--- src/rtl/shift_pkg.sv ---
// Shared types and constants for the parallel-to-serial transmitter.
package shift_pkg;

  localparam int unsigned DEFAULT_WIDTH = 4;

  typedef enum logic {
    IDLE  = 1'b0,
    SHIFT = 1'b1
  } state_t;

endpackage

--- src/rtl/shift_tx.sv ---
// Parallel-to-serial transmitter: accepts a WIDTH-bit word and shifts it out
// one bit per cycle, with back-to-back acceptance on the last bit.
module shift_tx
  import shift_pkg::*;
#(
  parameter int unsigned WIDTH     = DEFAULT_WIDTH,
  parameter bit          MSB_FIRST = 1'b1
) (
  input  logic             clk,
  input  logic             rst,
  input  logic [WIDTH-1:0] load_data,
  input  logic             load_valid,
  output logic             load_ready,
  output logic             sout,
  output logic             sout_valid,
  output logic             done
);

  localparam int unsigned CNT_W = $clog2(WIDTH);

  state_t           state;
  logic [WIDTH-1:0] shreg;
  logic [CNT_W-1:0] cnt;

  logic             last;
  logic             accept;
  logic             first_bit;
  logic             next_bit;
  logic [WIDTH-1:0] shifted;

  // Last bit of the word in flight is on sout while the counter reads zero.
  assign last       = (state == SHIFT) && (cnt == '0);
  assign load_ready = (state == IDLE) || last;
  assign accept     = load_valid && load_ready;

  // Output-end selection depends on bit order; shreg keeps the unsent tail.
  assign first_bit = MSB_FIRST ? load_data[WIDTH-1] : load_data[0];
  assign next_bit  = MSB_FIRST ? shreg[WIDTH-2] : shreg[1];
  assign shifted   = MSB_FIRST ? {shreg[WIDTH-2:0], 1'b0} : {1'b0, shreg[WIDTH-1:1]};

  // FSM, shift register, down counter and registered serial outputs.
  always_ff @(posedge clk) begin
    if (rst) begin
      state      <= IDLE;
      shreg      <= '0;
      cnt        <= '0;
      sout       <= 1'b0;
      sout_valid <= 1'b0;
      done       <= 1'b0;
    end else if (accept) begin
      state      <= SHIFT;
      shreg      <= load_data;
      cnt        <= CNT_W'(WIDTH - 1);
      sout       <= first_bit;
      sout_valid <= 1'b1;
      done       <= 1'b0;
    end else begin
      case (state)
        SHIFT: begin
          if (cnt != '0) begin
            shreg      <= shifted;
            cnt        <= cnt - CNT_W'(1);
            sout       <= next_bit;
            sout_valid <= 1'b1;
            done       <= (cnt == CNT_W'(1));
          end else begin
            state      <= IDLE;
            shreg      <= '0;
            sout       <= 1'b0;
            sout_valid <= 1'b0;
            done       <= 1'b0;
          end
        end
        default: begin
          state      <= IDLE;
          sout       <= 1'b0;
          sout_valid <= 1'b0;
          done       <= 1'b0;
        end
      endcase
    end
  end

endmodule

--- config.mk ---
export PLATFORM = sky130hd
export DESIGN_NAME = shift_tx
export DESIGN_NICKNAME = d
export VERILOG_FILES = /design/src/rtl/shift_pkg.sv /design/src/rtl/shift_tx.sv
export SDC_FILE = /design/constraint.sdc
export NUM_CORES = 1
export LEC_CHECK = 0
export CAP_MARGIN = 20
export CELL_PAD_IN_SITES_DETAIL_PLACEMENT = 0
export CELL_PAD_IN_SITES_GLOBAL_PLACEMENT = 2
export CORE_AREA = 2 2 45 47
export DETAILED_ROUTE_END_ITERATION = 10
export DIE_AREA = 0 0 47 49
export GPL_TIMING_DRIVEN = 0
export PLACE_DENSITY_LB_ADDON = 0.1
export SYNTH_ARGS = -nofsm -noshare
export SYNTH_HDL_FRONTEND = slang
export SYNTH_SLANG_ARGS = --single-unit
--- constraint.sdc ---
create_clock -name clk -period 1.41 [get_ports clk]
set_clock_uncertainty 0.2 [all_clocks]
set_input_delay 0.141 -clock clk [delete_from_list [all_inputs] [get_ports clk]]
set_output_delay 0.141 -clock clk [all_outputs]
set_load 0.02 [all_outputs]
======== Yosys cells after proc, flatten, opt, wreduce, memory -nomap -nowiden ========
Index checks and enable logic that the tools add are counted.
storage, ports and cells
  flip-flop bits (word level) ............. 8
  bits of input ports ..................... 7
  output and inout bits ................... 4
  word-level logic and storage cells ...... 30
operators by class
  $add $sub $neg .......................... 1
  equality and inequality tests ........... 1
  mux-type cells .......................... 12
  bitwise gates (word level) .............. 2
  reductions and logical operators ........ 9
operator list
  operator                                          count
  2-to-1 mux 3 bit                                  3
  2-to-1 mux 1 bit                                  6
  2-to-1 mux 2 bit                                  3
  nonzero test 2 bit                                3
  OR reduction 4 bit                                1
  == test 2 x 1 -> 1 bit, second input constant     1
  logical AND 1 bit                                 2
  logical NOT 2 bit                                 1
  inverter 1 bit                                    2
  AND reduction 2 bit                               1
  subtractor 2 x 1 -> 2 bit, second input constant  1
  logical OR 1 bit                                  1

======== Depth between registers and ports, before layout ========
  depth after elaboration ................. 6
  mapped depth ............................ 7
  mapped depth without buffers ............ 6

======== Least setup slack after synthesis ========
Ideal clock, no wire load.
  kind .................................... reg-to-reg
  start point ............................. register cnt[0]
  end point ............................... register sout
  library setup time ...................... 0.136 ns
  data arrival time ....................... 1.098 ns
  required time ........................... 1.074 ns
  slack ................................... -0.024 ns
  stages on the path, launching flop included .. 8
  path through ............................ dfxtp_1 inv_1 ha_1 nor2b_2 buf_6 inv_2 nand3_1 a21oi_1
on the way
  longest elaborated chain between the ends .. 5
  elaborated cells on any way between the ends .. 8
  classes of those cells .................. mux (3); reduce/logical (5)
RTL lines
  element                 line            text
  from (decl)             shift_tx.sv:23  logic [CNT_W-1:0] cnt;
  from (signal assigned)  shift_tx.sv:53  cnt <= CNT_W'(WIDTH - 1);
  from (signal assigned)  shift_tx.sv:62  cnt <= cnt - CNT_W'(1);
  logical NOT 2 bit       shift_tx.sv:32  assign last = (state == SHIFT) && (cnt == '0);
  logical AND 1 bit       shift_tx.sv:32
  logical OR 1 bit        shift_tx.sv:33  assign load_ready = (state == IDLE) || last;
  via load_ready          shift_tx.sv:13  output logic load_ready,
  logical AND 1 bit       shift_tx.sv:34  assign accept = load_valid && load_ready;
  2-to-1 mux 1 bit        shift_tx.sv:50  end else if (accept) begin
  to (signal assigned)    shift_tx.sv:54  sout <= first_bit;
  to (signal assigned)    shift_tx.sv:63  sout <= next_bit;
  to (decl)               shift_tx.sv:14  output logic sout,
The timed path passes the listed nets, and every way through them passes these cells.
A chain may end at the register's enable or synchronous reset.

======== Worst setup path after layout ========
  start point ............................. register cnt[0]
  end point ............................... output port load_ready
on the way
  longest elaborated chain between the ends .. 3
RTL lines
  element            line
  logical NOT 2 bit  shift_tx.sv:32
  logical AND 1 bit  shift_tx.sv:32
  logical OR 1 bit   shift_tx.sv:33
  to (decl)          shift_tx.sv:13
Every way passes these cells.

==> results by group <==
Status
  • Outcome: complete, but fails checks
  • Failing checks: setup timing

Clock tree
  • Clock Latency Late Sink: roughly 0.25 ns
  • CTS root buffer: clkbuf_4
  • Post-CTS Hold Buffers: 0
  • Num CTS Buffers: 3
  • CTS tree: built
  • H-tree levels: 1
  • Reg clk slew, reported paths: approximately 0.050 ns
  • Clk sink count: 8
  • Worst-case clock buffer depth: 2

Yosys
  • Yosys top cell by area: dfxtp_1
  • Most frequent cell after synthesis: dfxtp_1
  • #FFs+latches synth: 8
  • Sequential fraction of the synthesis area: about two fifths
  • Synth Net Count: 50
  • Unique cell type count in the Yosys netlist: 19
  • Syn. warnings: 0
  • Number of synthesized flops with an enable pin: 0
  • Syn Inst Count: between 40 and 50
  • Ys flop type: dfxtp_1
  • Top cell type's share of synthesized area: around two fifths
  • Syn Std Cell Area: about 400 um^2
  • Syn_area_per_cell: about 9.6 um^2
  • Post-synth ARST share: 0%
  • Top cells by area, synth: dfxtp_1 (41%), a211oi_2 (13%), ha_1 (6.3%), nor3_1 (5.1%), a32oi_1 (4.4%)
  • Commonest cells post-synth: dfxtp_1 (8), a211oi_2 (4), inv_1 (4), nor3_1 (4), nor2_1 (3)

Route
  • ANT nets after route: 0
  • DRC: 0
  • DR iter-0 viols: 1
  • Vias: approximately 360
  • Router iterations before antenna repair: 2
  • Total wire length: 871 um
  • Detail-routed net length per standard cell: roughly 10 um
  • Routed vias/inst: 4.08

Floorplan
  • Die X: around 47 um
  • Core ar.: about 1800 um^2
  • Die ar.: around 2300 um^2
  • Initial core utilization: 21.5%
  • # IOs: 11
  • Row count: 16
  • Die Y: between 40 and 50 um

STA
  • Max-slew violation count: 0
  • Final hold vios: 0
  • Fin crit period: between 1 and 1.5 ns
  • Fmax: approximately 680 MHz
  • Slew @ Worst Pin: roughly 0.46 ns
  • Min Hold Slack: 0.0800 ns
  • Setup ws final: -0.0587 ns
  • Setup violations, final: 1
  • Fin crit share: 104%
  • RSZ-0062 raised after global routing: yes
  • Rel. slew slack: between 60% and 70%

Global route
  • Vias in the first global route: between 300 and 400
  • Tot GR Track Use: around 9.2%
  • First-pass GRT wire length: about 1.4 mm
  • Largest net degree at the start of global routing: 11
  • Initial antenna violation count: 0
  • Remaining global-route overflow: 0

Critical path
  • Crit. End Element: output pin
  • Peak per-stage delay on the critical path: 0.33 ns
  • Worst flop-to-flop path endpoint: shreg[2]
  • Top cell family by delay on the critical path: flip-flops
  • Worst reg2reg path startpoint: cnt[0]
  • Critical path depth: 5
  • Crit path launch type: flop
  • CP max stage cell: dfxtp_2
  • CP cell instances: inv_2 > ha_4 > nor2b_4 > inv_4 > buf_6
  • WP buf/inv: 3
  • FF-to-FF path depth: 6
  • Kind of critical path: flop to output pin
  • Critical path arrival: approximately 1.1 ns
  • R2R Setup Slk: 0.05 ns
  • Worst EP required: between 1 and 1.5 ns
  • CP max FO: 3
  • CP endpoint: load_ready
  • Critical Path Source: cnt[0]

Pwr
  • Worst VDD drop: 0.365 mV
  • Pwr dens: around 930 nW/um^2
  • P_leak: between 0.0002 and 0.0003 uW

Finish
  • Share of cells above drive strength 1: 48.3%
  • Final Net Count: between 70 and 80
  • Area Overhead vs Synth: 61.7%
  • Fillers: approximately 200
  • ANT cells: 0
  • Seq. cell area: 164 um^2
  • Cell area after layout: between 600 and 700 um^2
  • Area occupied by multi-input gates: 234 um^2

Place
  • Dpl hpwl: roughly 600 um
  • Placed Area: around 520 um^2
  • GPL Wtd Cong: between 0.6 and 0.7
  • Port Buffers: 9

Worst hold path
  • Hold Path Class: input pin to flop

Run
  • Max-Cap Viols: 0
## what timing repair did
action	in CTS	in global routing
gates cloned	0	0
pin swaps	2	3
setup buffers	7	1
resized for setup	17	5
endpoints found under the setup margin	10	6
## worst reg2reg max path: cells and delay by family (launching register included)
kind | cells | cell delay, ns
AO/OA/AOI/OAI | 2 | 0.24
adder cells (fa/ha/maj) | 1 | 0.16
buffers and inverters | 2 | 0.20
flip-flops | 1 | 0.33
AND/OR/NAND/NOR | 1 | 0.16
## placed cells by master, fill, tap and decap left out
cell type / n
buf_6: 1
inv_1: 2
nor2b_4: 1
nor3_2: 1
nor3b_2: 1
inv_2: 2
a21o_1: 2
ha_4: 1
inv_4: 1
clkdlybuf4s50_1: 5
buf_8: 1
clkbuf_4: 3
dfxtp_2: 3
a21oi_1: 1
a211oi_2: 4
o21a_1: 1
ha_1: 1
a32oi_2: 2
nor2_1: 3
buf_2: 1
dlygate4sd2_1: 3
nand2_1: 1
buf_4: 7
dfxtp_1: 5
mux2i_1: 1
buf_1: 1
nand3_1: 2
nor3_1: 3
## stage by stage
stage | TNS [ns] | cells | util (%) | setup WS [ns] | total power [uW]
3_3_place_gp | -0.625 | 77 | 28.3 | -0.417 | 380
3_5_place_dp | -0.836 | 77 | 28.3 | -0.447 | 385
5_1_grt | -0.131 | 87 | 34.7 | -0.108 | 637
4_1_cts | -0.142 | 87 | 33.8 | -0.114 | 600
6_report | -0.0587 | 87 | 34.7 | -0.0587 | 595
2_1_floorplan | 0 | 41 | - | 0.0134 | 340
## final cells by class
class / instances / share of cell area [%]
Multi-Input combinational cell: 25 / 36.6
Buffer: 2 / 1.37
Timing Repair Buffer: 17 / 24.3
Clock buffer: 3 / 3.52
Sequential cell: 8 / 25.6
Tap cell: 27 / 5.28
Inverter: 5 / 3.33
## power breakdown
part           leakage (uW)  internal (uW)  switching, uW
registers         0.0000669            246           12.8
logic              0.000191           94.3           75.9
clock network     0.0000138           96.8           68.8
total              0.000272            437            158
## how the worst min path moves through the flow
stage / from / endpoint / slack [ns] / cells after the start
floorplan: load_data[3] / sout / 0.11 / 2
global placement: cnt[0] / cnt[0] / 0.24 / 1
detailed placement: cnt[0] / cnt[0] / 0.25 / 1
CTS: rst / shreg[0] / 0.09 / 2
global route: rst / state / 0.11 / 2
finish: rst / shreg[0] / 0.08 / 2
## logic make-up after synthesis
kind of cell / share of synthesized area [%]
flops: 40.5
compound gates: 24.1
simple gates: 16.8
mux: 2.53
fa+ha+maj: 6.33
buf+inv: 9.81
## registers in the layout (all words and copies together) (netlist names)
signal	count
state	1
done	1
shreg	3
cnt	2
sout	1
## per-layer routing
metal	vias up	part of all wire [%]	track usage [%]
met4	0	0	6.94
met5	-	0	0
met2	8	53	14.4
li1	181	-	-
met3	0	3.9	2.22
met1	166	43	10.0
(Power assumes the default switching activity.)
